$ cat src/rtl/vga_sync_porch.sv
// vga_sync_porch: locks to upstream active-area flags, regenerates col/row, drives 640x480@60 syncs
// and blanked, delay-aligned RGB. Defining VGA_TEST_PATTERN_EN adds I_Pattern_Sel colour bars.
`timescale 1ns/1ps
module vga_sync_porch #(
  parameter int ACTIVE_COLS = 640,
  parameter int H_FRONT     = 16,
  parameter int H_SYNC      = 96,
  parameter int TOTAL_COLS  = 800,
  parameter int ACTIVE_ROWS = 480,
  parameter int V_FRONT     = 10,
  parameter int V_SYNC      = 2,
  parameter int TOTAL_ROWS  = 525,
  parameter int VIDEO_DELAY = 2
) (
  input  logic       CLK,
  input  logic       RST_N,
  input  logic       I_HSync,
  input  logic       I_VSync,
  input  logic [2:0] I_Red,
  input  logic [2:0] I_Grn,
  input  logic [2:0] I_Blu,
`ifdef VGA_TEST_PATTERN_EN
  input  logic       I_Pattern_Sel,
`endif
  output logic       O_HSync,
  output logic       O_VSync,
  output logic [2:0] O_Red,
  output logic [2:0] O_Grn,
  output logic [2:0] O_Blu,
  output logic [9:0] O_Col,
  output logic [9:0] O_Row,
  output logic       O_Locked,
  output logic       O_Sync_Err
);

  // state       | meaning
  // ST_UNLOCKED | waiting for frame_start; syncs idle, RGB blanked
  // ST_LOCKED   | counters trusted; syncs and video driven
  typedef enum logic {ST_UNLOCKED, ST_LOCKED} state_t;

  localparam logic [9:0] C_COL_LAST = 10'(TOTAL_COLS - 1);
  localparam logic [9:0] C_ROW_LAST = 10'(TOTAL_ROWS - 1);
  localparam logic [9:0] C_ACT_COLS = 10'(ACTIVE_COLS);
  localparam logic [9:0] C_ACT_ROWS = 10'(ACTIVE_ROWS);
  localparam logic [9:0] C_HS_BEG   = 10'(ACTIVE_COLS + H_FRONT);
  localparam logic [9:0] C_HS_END   = 10'(ACTIVE_COLS + H_FRONT + H_SYNC - 1);
  localparam logic [9:0] C_VS_BEG   = 10'(ACTIVE_ROWS + V_FRONT);
  localparam logic [9:0] C_VS_END   = 10'(ACTIVE_ROWS + V_FRONT + V_SYNC - 1);

  state_t     r_state;
  logic       r_hs_prev, r_vs_prev;
  logic [9:0] r_col, r_row;
  logic       r_sync_err;
  logic       r_hsync, r_vsync, r_locked;
  logic [8:0] r_rgb;
  logic [9:0] r_col_out, r_row_out;

  logic       w_frame_start, w_line_start;
  logic       w_locked, w_hs_act, w_vs_act, w_visible;
  logic [8:0] w_pix_in, w_pix_dly, w_pix_src;

  assign w_frame_start = I_VSync & ~r_vs_prev;
  // a coincident line start is absorbed by the frame start
  assign w_line_start  = I_HSync & ~r_hs_prev & ~w_frame_start;
  assign w_pix_in      = {I_Red, I_Grn, I_Blu};

  always_ff @(posedge CLK or negedge RST_N) begin
    if (!RST_N) begin
      r_hs_prev <= 1'b0;
      r_vs_prev <= 1'b0;
    end else begin
      r_hs_prev <= I_HSync;
      r_vs_prev <= I_VSync;
    end
  end

  always_ff @(posedge CLK or negedge RST_N) begin
    if (!RST_N) begin
      r_col <= '0;
      r_row <= '0;
    end else if (w_frame_start) begin
      r_col <= '0;
      r_row <= '0;
    end else if (w_line_start) begin
      r_col <= '0;
      r_row <= (r_row == C_ROW_LAST) ? 10'd0 : r_row + 10'd1;
    end else begin
      r_col <= (r_col == C_COL_LAST) ? 10'd0 : r_col + 10'd1;
    end
  end

  always_ff @(posedge CLK or negedge RST_N) begin
    if (!RST_N) begin
      r_state    <= ST_UNLOCKED;
      r_sync_err <= 1'b0;
    end else begin
      r_sync_err <= 1'b0;
      case (r_state)
        ST_UNLOCKED: begin
          if (w_frame_start) r_state <= ST_LOCKED;
        end
        ST_LOCKED: begin
          if (w_frame_start) begin
            if (r_row != C_ROW_LAST || r_col != C_COL_LAST) r_sync_err <= 1'b1;
          end else if (w_line_start && r_col != C_COL_LAST) begin
            r_sync_err <= 1'b1;
            r_state    <= ST_UNLOCKED;
          end
        end
        default: r_state <= ST_UNLOCKED;
      endcase
    end
  end

  generate
    if (VIDEO_DELAY <= 1) begin : g_no_dly
      assign w_pix_dly = w_pix_in;
    end else begin : g_dly
      logic [8:0] r_dly [VIDEO_DELAY-1];
      always_ff @(posedge CLK or negedge RST_N) begin
        if (!RST_N) begin
          for (int i = 0; i < VIDEO_DELAY - 1; i++) r_dly[i] <= '0;
        end else begin
          r_dly[0] <= w_pix_in;
          for (int i = 1; i < VIDEO_DELAY - 1; i++) r_dly[i] <= r_dly[i-1];
        end
      end
      assign w_pix_dly = r_dly[VIDEO_DELAY-2];
    end
  endgenerate

`ifdef VGA_TEST_PATTERN_EN
  localparam int BAR_W = ACTIVE_COLS / 8;
  logic [2:0] w_bar_idx;
  logic [8:0] w_bar_rgb;

  always_comb begin
    w_bar_idx = 3'd0;
    for (int b = 1; b < 8; b++) begin
      if (r_col >= 10'(b * BAR_W)) w_bar_idx = 3'(b);
    end
  end

  assign w_bar_rgb = {{3{w_bar_idx[2]}}, {3{w_bar_idx[1]}}, {3{w_bar_idx[0]}}};
  assign w_pix_src = I_Pattern_Sel ? w_bar_rgb : w_pix_dly;
`else
  assign w_pix_src = w_pix_dly;
`endif

  assign w_locked  = (r_state == ST_LOCKED);
  assign w_hs_act  = w_locked && (r_col >= C_HS_BEG) && (r_col <= C_HS_END);
  assign w_vs_act  = w_locked && (r_row >= C_VS_BEG) && (r_row <= C_VS_END);
  assign w_visible = w_locked && (r_col < C_ACT_COLS) && (r_row < C_ACT_ROWS);

  always_ff @(posedge CLK or negedge RST_N) begin
    if (!RST_N) begin
      r_hsync   <= 1'b1;
      r_vsync   <= 1'b1;
      r_rgb     <= '0;
      r_col_out <= '0;
      r_row_out <= '0;
      r_locked  <= 1'b0;
    end else begin
      r_hsync   <= ~w_hs_act;
      r_vsync   <= ~w_vs_act;
      r_rgb     <= w_visible ? w_pix_src : 9'd0;
      r_col_out <= r_col;
      r_row_out <= r_row;
      r_locked  <= w_locked;
    end
  end

  assign O_HSync    = r_hsync;
  assign O_VSync    = r_vsync;
  assign O_Red      = r_rgb[8:6];
  assign O_Grn      = r_rgb[5:3];
  assign O_Blu      = r_rgb[2:0];
  assign O_Col      = r_col_out;
  assign O_Row      = r_row_out;
  assign O_Locked   = r_locked;
  assign O_Sync_Err = r_sync_err;

endmodule

$ cat config.mk
export PLATFORM = sky130hd
export DESIGN_NAME = vga_sync_porch
export DESIGN_NICKNAME = d
export VERILOG_FILES = /design/src/rtl/vga_sync_porch.sv
export SDC_FILE = /design/constraint.sdc
export NUM_CORES = 1
export LEC_CHECK = 0
export BUFFER_PORTS_ARGS = -buffer_cell sky130_fd_sc_hd__buf_2
export CAP_MARGIN = 10
export CORE_ASPECT_RATIO = 1.75
export CORE_MARGIN = 4
export CORE_UTILIZATION = 40
export CTS_BUF_LIST = sky130_fd_sc_hd__clkbuf_8
export DETAILED_ROUTE_END_ITERATION = 12
export PLACE_DENSITY = 0.68
export SYNTH_ARGS = -nofsm -noshare
export SYNTH_HDL_FRONTEND = slang
export SYNTH_SLANG_ARGS = --single-unit
$ cat constraint.sdc
create_clock -name CLK -period 1.75 [get_ports CLK]
set_clock_uncertainty 0.2 [all_clocks]
set_input_delay 0.35 -clock CLK [delete_from_list [all_inputs] [get_ports CLK]]
set_output_delay 0.35 -clock CLK [all_outputs]
set_load 0.05 [all_outputs]
# ---- Word-level counts from Yosys, hierarchy flattened
# Index checks and enable logic that the tools add are counted.
dict set report op_classes {
  n_reduce_logical 9
  n_mux 15
  bitwise 9
  eq_ne 4
  order_cmp 6
  add_sub_neg 2
}
# op n
set ops {}
lappend ops {{$mux 10} 6}
lappend ops {{$add 10x1->10 const B} 2}
lappend ops {{$eq 10x10->1 const B} 2}
lappend ops {{$ne 10x10->1 const B} 2}
lappend ops {{$ge 10x10->1 const B} 1}
lappend ops {{$ge 10x9->1 const B} 1}
lappend ops {{$le 10x10->1 const B} 1}
lappend ops {{$le 10x9->1 const B} 1}
lappend ops {{$lt 10x10->1 const B} 1}
lappend ops {{$lt 10x9->1 const B} 1}
lappend ops {{$mux 9} 1}
lappend ops {{$logic_and 1x1->1} 7}
lappend ops {{$mux 1} 7}
lappend ops {{$not 1->1} 6}
lappend ops {{$and 1x1->1} 3}
lappend ops {{$pmux 1 s2} 1}
lappend ops {{$reduce_bool 2->1} 1}
lappend ops {{$logic_or 1x1->1} 1}
dict set report totals {
  reg_bits 65
  elab_cells 58
  output_inout_bits 33
  in_bits 13
}

# ---- Longest topological paths before layout
dict set report logic_depth {
  ltp_word 8
  mapped_depth 6
  mapped_depth_nobuf 6
}

# ---- Worst setup path after synthesis
# Ideal clock, no wire load.
dict set report synth_timing {
  kind {register -> register}
  from {reg r_row[0]}
  to {reg r_row[2]}
  period_less_slack_ns 1.697
  setup_time_ns 0.118
  stages_incl_launch_ff 7
  arrival_time_ns 1.379
  setup_slack_ns 0.053
  path_buffers 0
  required_ns 1.432
  path_cell_list {dfrtp_1 > inv_1 > ha_1 > nor4b_1 > and4_1 > o31ai_1 > a21o_1}
}
dict set report synth_via {
  elab_chain_cells 4
  elab_cells_between_ends 5
  cone_classes {1 x add/sub; 1 x eq/ne; 3 x mux}
}
# item line
set synth_lines {}
lappend synth_lines {{from (decl)} 52} ;# logic [9:0] r_col, r_row;
lappend synth_lines {{from (signal assigned)} 86} ;# r_row <= (r_row == C_ROW_LAST) ? 10'd0 : r_row + 10'd1;
lappend synth_lines {{$add 10x1->10 or $eq 10x10->1 (tied branches)} 86}
lappend synth_lines {{$mux 10 (*)} 86}
lappend synth_lines {{$mux 10 (*)} 84} ;# end else if (w_line_start) begin
lappend synth_lines {{$mux 10 (*)} 81} ;# end else if (w_frame_start) begin
# Mark *: on every way between the ends. The rest lies on a longest branch, timed or not. The select of a mux whose other input is x is not followed.
# A chain may end at the register's enable or synchronous reset.

# ---- Final worst setup path
dict set report layout_timing {
  from {reg r_row[5]}
  to {reg r_row[9]}
}
# The elaborated chain is that of the path after synthesis.

==> run summary <==
Status -> finished, final reports clean
Mapped cell area -> 2380 µm²
Slowest CP cell -> or4b_1
Vias in the first global route -> 1739
Worst slew margin -> 71.4%
Max Fclk -> 0.591 GHz
Compound-cell area share of the yosys netlist -> 3.67%
HP Start -> I_VSync
CP max stage delay -> 0.53 ns
Period minus WS final -> 1.69 ns
Flop pwr share -> 47.2%
Num rows -> 37
Share of cells above drive strength 1 -> 36.1%
Antenna Nets Post-Route -> 0
Design area -> 3300 µm²
Share of the synthesized area in the top cell type -> 66.1%
Mux cell area share after synthesis -> 0%
Core footprint -> 5830 µm²
Die H -> 110 µm
Number of synthesized register bits -> 65
Clk sinks -> 65
Pins Over Slew Limit -> 0
Unique cell type count in the Yosys netlist -> 35
Crit Path Category -> reg -> reg
Final setup fails -> 0
Cells after DPL -> 335
Power share of the clock group -> 39.1%
CP arrival -> 1.70 ns
Worst path cell trace -> nand4_1 -> or4b_1 -> nand4_1 -> o311ai_2
Pwr per Cell Area -> 1040 nW/µm²
TritonCTS clock tree -> yes
Syn_nets -> 206
Die area -> 7310 µm²
Post-layout nets -> 301
Post-Syn Instances -> 188
Starting Density -> 40.9%
Pre-CTS worst setup slack -> -0.0304 ns
Final non-filler cell total -> 366
Width of the die -> 66.4 µm
HP Class -> in -> reg
Clk root buf -> clkbuf_8
DR WL/cell -> 13.2 µm
Max_cap viols -> 0
Final WL -> 4840 µm
Leakage power -> 1.64 nW
Combinational power share -> 13.7%
Startpoint of the worst register-to-register path -> r_row[5]$_DFFE_PN0P_
# IOs -> 46
Synth warn -> 0
Post-DP Area -> 2900 µm²
CP startpoint -> r_row[5]$_DFFE_PN0P_
Synth area leader -> dfrtp_1
Cell mode on critical path -> nand4_1
Clock transition at path regs -> 0.07 ns
Largest family of logic cells by synthesized area -> simple AND/OR/NAND/NOR gates
Max Root-Sink Buffers -> 2
Total GRT Usage -> 14.7%
Sw power -> 0.867 mW
Placer Congestion -> 0.881
Crit-path leading delay family -> simple AND/OR/NAND/NOR gates
Number of fill cells -> 501
Grt total ovfl -> 0
Avg Inst Size Synth -> 12.7 µm²
H-Tree Depth -> 3
Synth area leaders -> dfrtp_1 66%, nand3_1 3.4%, and2_1 3.1%
Largest net degree at the start of global routing -> 66
Async S/R FF share, synth -> 100%
PortBufs -> 45
Seq/Total Area, Yosys -> 68.3%
Initial antenna violation count -> 0
Main flop type after synthesis -> dfrtp_1
CP Max Fanout -> 5
DRC viols -> 0
Multi-input combinational cell area -> 748 µm²
Adder-Cell Fraction of Synth Area -> 2.62%
Unrepaired setup endpoints after global routing -> yes
Number of synthesized flops with an enable pin -> 0
Detailed Place HPWL -> 3370 µm
Routed vias -> 1719
Final hold vios -> 0
Final Cycle Share -> 96.7%
Worst path bufs/invs -> 0
CP Launch Type -> register
Setup WS post-layout -> 0.0570 ns
Clk Latency, worst-skew pair -> 0.34 ns
Xor and xnor area share after synthesis -> 3.67%
Sw Share -> 25.4%
Vias per Instance -> 4.70
ANT cells -> 0
First-pass DRT Iterations -> 4
FF/Latch Area -> 1630 µm²
CTS buffer count -> 9
Critical Path RT -> 1.76 ns
Slew @ Worst Pin -> 0.429 ns
Fin Setup TNS -> 0 ns
Max IR drop VDD -> 520 µV
Internal power -> 2.55 mW
Global-route wire length before repair -> 7800 µm
Starting DRT DRC Count -> 89
Area Growth Syn to Fin -> 38.2%
Simple-Gate Fraction of Synth Area -> 20.0%
Critical Path Sink Type -> register
per-layer routing:
layer  global-route usage [%]  part of all wire (%)  vias to the layer above
met5                        0                     0                        -
met4                     10.8                   4.8                        0
met3                     5.98                   5.7                       20
met2                     23.7                    52                       51
met1                     15.0                    37                      826
li1                         -                     -                      822
synthesized netlist by cell type (3+ instances only):
| cell type | number |
|---|---|
| o21ai_0 | 7 |
| xnor2_1 | 6 |
| ha_1 | 5 |
| and4_1 | 3 |
| inv_1 | 7 |
| or3_1 | 3 |
| nand4_1 | 5 |
| nor2_1 | 14 |
| nand2_1 | 14 |
| nand3_1 | 16 |
| and2_1 | 12 |
| dfrtp_1 | 63 |
| xor2_1 | 4 |
worst paths after layout:
| kind | to | slack (ns) | cells after the start |
|---|---|---|---|
| min in group asynchronous | r_row[2]$_DFFE_PN0P_ | 0.35 | 3 |
| hold / removal | r_state$_DFF_PN0_ | 0.11 | 3 |
| setup / recovery | r_row[9]$_DFFE_PN0P_ | 0.06 | 4 |
| hold reg to reg | r_rgb[7]$_DFF_PN0_ | 0.25 | 1 |
| setup reg to reg | r_row[9]$_DFFE_PN0P_ | 0.06 | 4 |
| max in group asynchronous | O_VSync$_DFF_PN1_ | 0.69 | 3 |
cells in the final DEF, fill, tap and decap left out, types with 2 or more instances in the layout:
cell type	instances
buf_2	45
or3_1	3
nor2b_1	2
dfrtp_1	61
dfstp_2	2
and4_1	3
ha_1	5
nand4_1	5
clkbuf_8	13
xnor2_1	6
nand3_1	16
o211ai_1	2
dfrtp_2	2
or2b_2	2
nand2b_4	2
o21ai_0	7
nand2_1	14
nor2_1	14
and2_1	12
o31ai_1	2
xor2_1	4
or2_2	2
dlygate4sd3_1	12
buf_4	28
inv_1	7
worst reg2reg max path, stage by stage, from the launching register on:
cell      delay [ns]
dfrtp_2         0.43
nand4_1         0.15
or4b_1          0.53
nand4_1         0.13
o311ai_2        0.11
power groups by stage:
stage                     Clock (mW)  Combinational [mW]  Sequential (mW)
final                           1.33               0.468             1.61
after detailed placement           0               0.440             1.64
after CTS                       1.38               0.465             1.61
after global placement             0               0.435             1.64
after global routing            1.46               0.508             1.62
after floorplan                    0              0.0972             1.81
timing repair:
item / CTS / global route
resized for setup: 1 / 7
buffers inserted: 0 / 3
endpoints found under the setup margin: 6 / 15
hold buffers: 12 / 0
endpoints found under the hold margin: 74 / 0
pin swaps: 0 / 4
state kept, by name (all words and copies together) (netlist names):
| signal | cells |
|---|---|
| r_hs_prev | 1 |
| O_Row | 10 |
| O_Col | 10 |
| r_rgb | 9 |
| g_dly.r_dly | 9 |
| O_VSync | 1 |
| O_Sync_Err | 1 |
| r_vs_prev | 1 |
| O_HSync | 1 |
| r_col | 10 |
| r_state | 1 |
| O_Locked | 1 |
| r_row | 10 |
final cells by class:
class	count	share of cell area (%)
clock buffer	13	5.43
clock inverter	3	1.18
inverter	7	0.797
multi-input combinational	114	22.7
sequential	65	49.5
tap	78	2.96
timing repair buffer	86	17.5
through the flow:
stage	hold slack [ns]	util (%)	total power [mW]
final	0.108	56.5	3.41
after global routing	0.122	56.5	3.58
after detailed placement	0.188	49.7	2.08
after global placement	0.183	49.7	2.07
after floorplan	-0.146	-	1.91
after CTS	0.0889	55.6	3.46
logic make-up (layout without fill, tap and decap cells):
group | count (synthesis) | in the layout
compound gates | 14 | 14
fa+ha+maj | 5 | 5
buf+inv | 9 | 109
xor+xnor | 10 | 10
simple gates | 85 | 85
flops | 65 | 65
(Power assumes the default switching activity.)
